[src/rtl/tdm_demux_8ch.sv]
// Receive side of the 8-slot TDM link: collects one frame of W-bit samples in a shadow
// buffer and publishes all eight channels together when slot 7 arrives.
module tdm_demux_8ch #(
    parameter int unsigned W = 1
) (
    input  logic           clk,
    input  logic           rst,
    input  logic [W-1:0]   din,
    input  logic           din_valid,
    input  logic           frame_sync,
    output logic [8*W-1:0] y,
    output logic [2:0]     sel,
    output logic           frame_done,
    output logic           sync_err,
    output logic           locked
);

    typedef enum logic [0:0] {StIdle, StRun} state_e;

    state_e           state_q, state_d;
    logic [2:0]       sel_q, sel_d;
    // Slots 0..6 only; slot 7 goes straight from din into y on completion.
    logic [7*W-1:0]   shadow_q, shadow_d;
    logic [8*W-1:0]   y_q, y_d;
    logic             frame_done_q, frame_done_d;
    logic             sync_err_q, sync_err_d;

    always_comb begin
        state_d      = state_q;
        sel_d        = sel_q;
        shadow_d     = shadow_q;
        y_d          = y_q;
        frame_done_d = 1'b0;
        sync_err_d   = 1'b0;

        if (din_valid) begin
            unique case (state_q)
                StIdle: begin
                    if (frame_sync) begin
                        shadow_d           = '0;
                        shadow_d[0 +: W]   = din;
                        sel_d              = 3'd1;
                        state_d            = StRun;
                    end
                end
                StRun: begin
                    if (frame_sync) begin
                        // Sync anywhere but slot 0 restarts the frame on this sample.
                        sync_err_d       = (sel_q != 3'd0);
                        shadow_d         = '0;
                        shadow_d[0 +: W] = din;
                        sel_d            = 3'd1;
                    end else if (sel_q == 3'd0) begin
                        sync_err_d = 1'b1;
                        shadow_d   = '0;
                        sel_d      = 3'd0;
                        state_d    = StIdle;
                    end else if (sel_q == 3'd7) begin
                        y_d          = {din, shadow_q};
                        frame_done_d = 1'b1;
                        shadow_d     = '0;
                        sel_d        = 3'd0;
                    end else begin
                        for (int k = 1; k < 7; k++) begin
                            if (sel_q == 3'(k)) begin
                                shadow_d[k*W +: W] = din;
                            end
                        end
                        sel_d = sel_q + 3'd1;
                    end
                end
                default: begin
                    state_d = StIdle;
                end
            endcase
        end
    end

    always_ff @(posedge clk or posedge rst) begin
        if (rst) begin
            state_q      <= StIdle;
            sel_q        <= 3'd0;
            shadow_q     <= '0;
            y_q          <= '0;
            frame_done_q <= 1'b0;
            sync_err_q   <= 1'b0;
        end else begin
            state_q      <= state_d;
            sel_q        <= sel_d;
            shadow_q     <= shadow_d;
            y_q          <= y_d;
            frame_done_q <= frame_done_d;
            sync_err_q   <= sync_err_d;
        end
    end

    assign y          = y_q;
    assign sel        = sel_q;
    assign frame_done = frame_done_q;
    assign sync_err   = sync_err_q;
    assign locked     = (state_q == StRun);

endmodule

[config.mk]
export PLATFORM = sky130hd
export DESIGN_NAME = tdm_demux_8ch
export DESIGN_NICKNAME = d
export VERILOG_FILES = /design/src/rtl/tdm_demux_8ch.sv
export SDC_FILE = /design/constraint.sdc
export NUM_CORES = 1
export LEC_CHECK = 0
export CAP_MARGIN = 5
export CORE_MARGIN = 2
export CORE_UTILIZATION = 40
export CTS_CLUSTER_DIAMETER = 200
export DETAILED_ROUTE_END_ITERATION = 7
export PLACE_DENSITY = 0.66
export SLEW_MARGIN = 20
export SYNTH_ARGS = -nofsm -noshare
export SYNTH_HDL_FRONTEND = slang
export SYNTH_SLANG_ARGS = --single-unit
[constraint.sdc]
create_clock -name clk -period 1.9 [get_ports clk]
set_input_delay 0.475 -clock clk [delete_from_list [all_inputs] [get_ports clk]]
set_output_delay 0.475 -clock clk [all_outputs]
set_load 0.02 [all_outputs]
Word-level counts from Yosys, hierarchy flattened
Cells that the tools add are included.

Flip-flop bits (word level): 21. Input bits: 5. Output and inout bits: 14. Word-level logic and storage cells: 72.

Add/subtract/negate cells: 1. Eq/ne operators: 15. Mux-type cells: 30. Bitwise logic cells: 3. Reduce and logical (&&, ||, !) cells: 11.

Operators by type and width (count): 5-bit by 2-bit inequality test with 1-bit output (second input constant) (6); 7-bit two-way mux (3); 3-bit AND reduction (7); 1-bit two-way mux (19); 7-bit one-hot mux with 2 select lines (1); 3-bit == test (second input constant) (4); 3-bit two-way mux (4); 3-bit by 2-bit == test with 1-bit output (second input constant) (2); 6-bit two-way mux (1); 3-bit one-hot mux with 2 select lines (1); 5-bit AND reduction (1); 4-bit by 2-bit inequality test with 1-bit output (second input constant) (1); 3-bit by 1-bit adder with 3-bit output (second input constant) (1); 3-bit by 1-bit == test with 1-bit output (second input constant) (1); 3-bit logical NOT (1); 1-bit inverter (3); 3-bit nonzero test (1); 2-bit inequality test (second input constant) (1); 1-bit one-hot mux with 2 select lines (1); 2-bit AND reduction (1).

Logic depth before layout (Yosys ltp)
Depth in word-level cells: 6. Depth in mapped cells: 7.

Worst setup path before layout
No wires, ideal clock.

Path type: register to register. Start point: reg sel_q[0] (netlist: sel[0]). End point: reg y_q[7] (netlist: y[7]). Library setup time: 125 ps. Arrival: 1887 ps. Slack: -112 ps. Stages on the path, launching flop included: 7. Clock period less this slack: 2012 ps. Cells stage by stage: dfrtp_1 > inv_1 > ha_1 > or2b_2 > inv_2 > nor4b_4 > mux2_2.

Longest elaborated chain between the ends: 3. Elaborated cells on any way between the ends: 4.

RTL lines: from (decl) (RTL line 21) `logic [2:0] sel_q, sel_d;`; from (signal assigned) (RTL line 89) `sel_q <= sel_d;`; 3-bit logical NOT (RTL line 53) `end else if (sel_q == 3'd0) begin`; 1-bit inverter (no source line); 5-bit AND reduction (no source line) (*); to (signal assigned) (RTL line 91) `y_q <= y_d;`; to (decl) (RTL line 24) `logic [8*W-1:0] y_q, y_d;`.

Every way passes the cells marked *; elsewhere a longest branch is shown, timed or not. A chain may end at the register's enable or synchronous reset.

Final worst setup path
Start point: reg state_q (netlist: locked). End point: out locked.

RTL lines: from (decl) (RTL line 20) `state_e state_q, state_d;`; from (signal assigned) (RTL line 81) `state_q <= StIdle;`; from (signal assigned) (RTL line 88) `state_q <= state_d;`; to (decl) (RTL line 15) `output logic locked`.

No word-level cell between the ends.

==> results.py <==
metrics = {
    "synthesis": {
        "yosysSeqAreaShare": 0.4861,
        "yosysUniqueCellTypes": 28,
        "synthesis.nets": 103,
        "yosys.area.top_type": "dfrtp_1",
        "ys_warn_count": 0,
        "synth_top_area_share": 0.4861,
        "synth_edf_count": 0,
        "synth_common_cells": "21 x dfrtp_1, 14 x mux2_2, 8 x ha_1",
        "ys_seq_elements": 21,
        "yosysMostFrequentCell": "dfrtp_1",
        "syn_inst": 90,
        "syn_area_per_cell_um2": 12.01,
        "synth_area_leaders": "dfrtp_1 49%, mux2_2 15%, ha_1 9.3%, o211ai_1 3.5%, nor4b_4 2.2%",
        "yosys_most_used_dff": "dfrtp_1",
        "async_reset_ff_frac": 1.000,
        "synth_area_um2": 1081,
    },
    "grt": {
        "grt_util_all_layers": 0.1440,
        "antenna_found_initial": 0,
        "grt_max_degree": 22,
        "grt_pass1_vias": 760,
        "grt_pass1_wl_mm": 3.601,
        "overflow": 0,
    },
    "setup_path": {
        "crit_path_end_kind": "output port",
        "path_class": "reg2out",
        "critPathBufInv": 1,
        "worstSetupStartpointType": "flip-flop",
        "cp_top_family": "buffers and inverters",
        "slowest_delay_ps": 630,
        "critPathMaxFanout": 3,
        "critPathLaunch": "locked$_DFFE_PP0P_",
        "timing.rr.start": "sel[0]$_DFFE_PP0P_",
        "required_ps": 1420,
        "cp_slowest_cell": "clkdlybuf4s50_1",
        "critPathArrivalTime_ps": 1350,
        "path_cells": "clkdlybuf4s50_1",
    },
    "detailed_routing": {
        "via_count": 831,
        "first_iter_violations": 10,
        "wire_per_inst_um": 14.31,
        "first_pass_iters": 4,
        "drt-total-wl_mm": 2.190,
        "route.detailed.drc": 0,
        "postRouteAntennaNets": 0,
        "vias_per_cell": 5.431,
    },
    "final_layout": {
        "num_antenna_cells": 0,
        "multi_input_area_um2": 506.7,
        "final_nets": 137,
        "fillers": 222,
        "utilization": 0.5650,
        "drive_gt1_frac": 0.3089,
        "area_growth_pct": 31.83,
        "seqCellArea_um2": 528.0,
    },
    "die": {
        "num_io_pins": 19,
        "start_util": 0.4286,
        "core_area_um2": 2522,
        "rows": 18,
        "die_x_um": 55.99,
        "die-area_um2": 3134,
        "die_height_um": 55.99,
    },
    "power_and_ir_drop": {
        "swShare": 0.3764,
        "power_frac_comb": 0.474,
        "p_seq_frac": 0.393,
        "p_total_mw": 1.615,
        "clockPowerShare": 0.133,
        "leakage_nw": 0.6971,
        "power.density_nw_per_um2": 1133,
        "switchingPower_uw": 607.8,
        "intPower_mw": 1.007,
        "peakVddDrop_mv": 0.6873,
    },
    "place": {
        "port_buffers": 18,
        "gp_congestion": 0.8434,
        "place.detailed.hpwl_mm": 1.612,
    },
    "cts": {
        "clk_latency_ps": 300,
        "cts.sink_count": 21,
        "ctsLongestPathBuffers": 2,
        "clockRootBuffer": "clkbuf_4",
        "clk_pin_slew_ps": 120,
        "cts_tree": "built",
        "cts_buffers": 3,
        "cts_htree_levels": 1,
        "cts_hold_buf": 0,
    },
    "timing": {
        "finalCritPeriodShare": 0.9608,
        "final_max_slew_viol_count": 0,
        "fmax_ghz": 0.5478,
        "worst_pin_slew_ps": 435.6,
        "worst_clock_skew_ps": 8.579,
        "period_needed_ps": 1826,
        "finalHoldViolCount": 0,
        "finalSetupViolCount": 0,
        "slew_headroom": 0.7013,
        "finalSetupTns_ps": 0,
        "rsz0062_at_grt": "no",
    },
    "flow_run": {
        "drv_cap": 0,
    },
    "worst_hold_path": {
        "hold_path.class": "in2async",
    },
    "run_status": {
        "status": "complete, no violations",
    },
}
[power groups by stage]
stage               combinational, mW  sequential [mW]  clock, mW
global placement                0.739            0.641          0
floorplan                       0.403            0.687          0
global route                    0.833            0.651      0.236
detailed placement              0.745            0.647          0
finish                          0.765            0.634      0.215
CTS                             0.749            0.638      0.223
[cell families after synthesis]
group,count (synthesis),synth area share
flops,21,0.4861
mux,15,0.1551
simple gates,19,0.1146
compound gates,16,0.1065
buf+inv,11,0.04513
fa+ha+maj,8,0.09260
[metrics by stage]
| stage | instances | hold WS (ps) | area, um2 | setup WS (ps) |
|---|---|---|---|---|
| 2_1_floorplan | 90 | 451.4 | 1084 | 18.55 |
| 3_3_place_gp | 148 | 486.1 | 1384 | -117.2 |
| 3_5_place_dp | 148 | 494.0 | 1384 | -138.1 |
| 4_1_cts | 152 | 481.7 | 1411 | 23.66 |
| 5_1_grt | 153 | 530.7 | 1425 | 15.74 |
| 6_report | 153 | 473.8 | 1425 | 74.40 |
[routing by layer]
metal	up-vias	track usage	part of all wire
met5	-	0	0
met4	0	0.05102	0.0068
met3	2	0.02326	0.047
met2	27	0.2202	0.45
met1	403	0.2056	0.49
li1	399	-	-
[repair_timing]
action                     CTS  global route
setup buffers                0             1
setup endpoints to repair    0             9
resized for setup            0             2
hold endpoints to repair     0             0
[flip-flops by register name (all words and copies together) (netlist names)]
signal,cells
y,8
shadow_q,7
sel,3
frame_done,1
locked,1
sync_err,1
[placed cells by master (no fill, tap or decap), types with 2 or more instances in the layout]
| cell type | instances |
|---|---|
| o211ai_1 | 5 |
| buf_4 | 14 |
| a21oi_1 | 2 |
| inv_1 | 6 |
| nand3_1 | 2 |
| nand2_1 | 5 |
| mux2_2 | 14 |
| dfrtp_2 | 2 |
| nand4b_1 | 2 |
| clkbuf_4 | 3 |
| clkdlybuf4s50_1 | 17 |
| dfrtp_1 | 19 |
| nor2_1 | 3 |
| ha_1 | 8 |
| nand4_1 | 2 |
| o22ai_1 | 2 |
[path summary, 6_finish.rpt]
| kind | to | slack, ps | cells after the start |
|---|---|---|---|
| worst min-delay path | y[4]$_DFFE_PP0P_ | 470 | 3 |
| worst max-delay path | locked | 70 | 1 |
| worst min register to register | y[2]$_DFFE_PP0P_ | 520 | 1 |
| worst max register to register | y[4]$_DFFE_PP0P_ | 100 | 7 |
| min in group clk | y[2]$_DFFE_PP0P_ | 520 | 1 |
| max in group asynchronous | sel[1]$_DFFE_PP0P_ | 1190 | 3 |
[cell type report]
class,instances,area share
clock buffers,3,0.01580
clock inverters,1,0.003512
inverters,7,0.01844
multi-input cells,58,0.3556
flip-flops and latches,21,0.3705
well taps,30,0.02634
repair buffers,33,0.2098
Note: power is estimated with default switching activity, not from simulation.
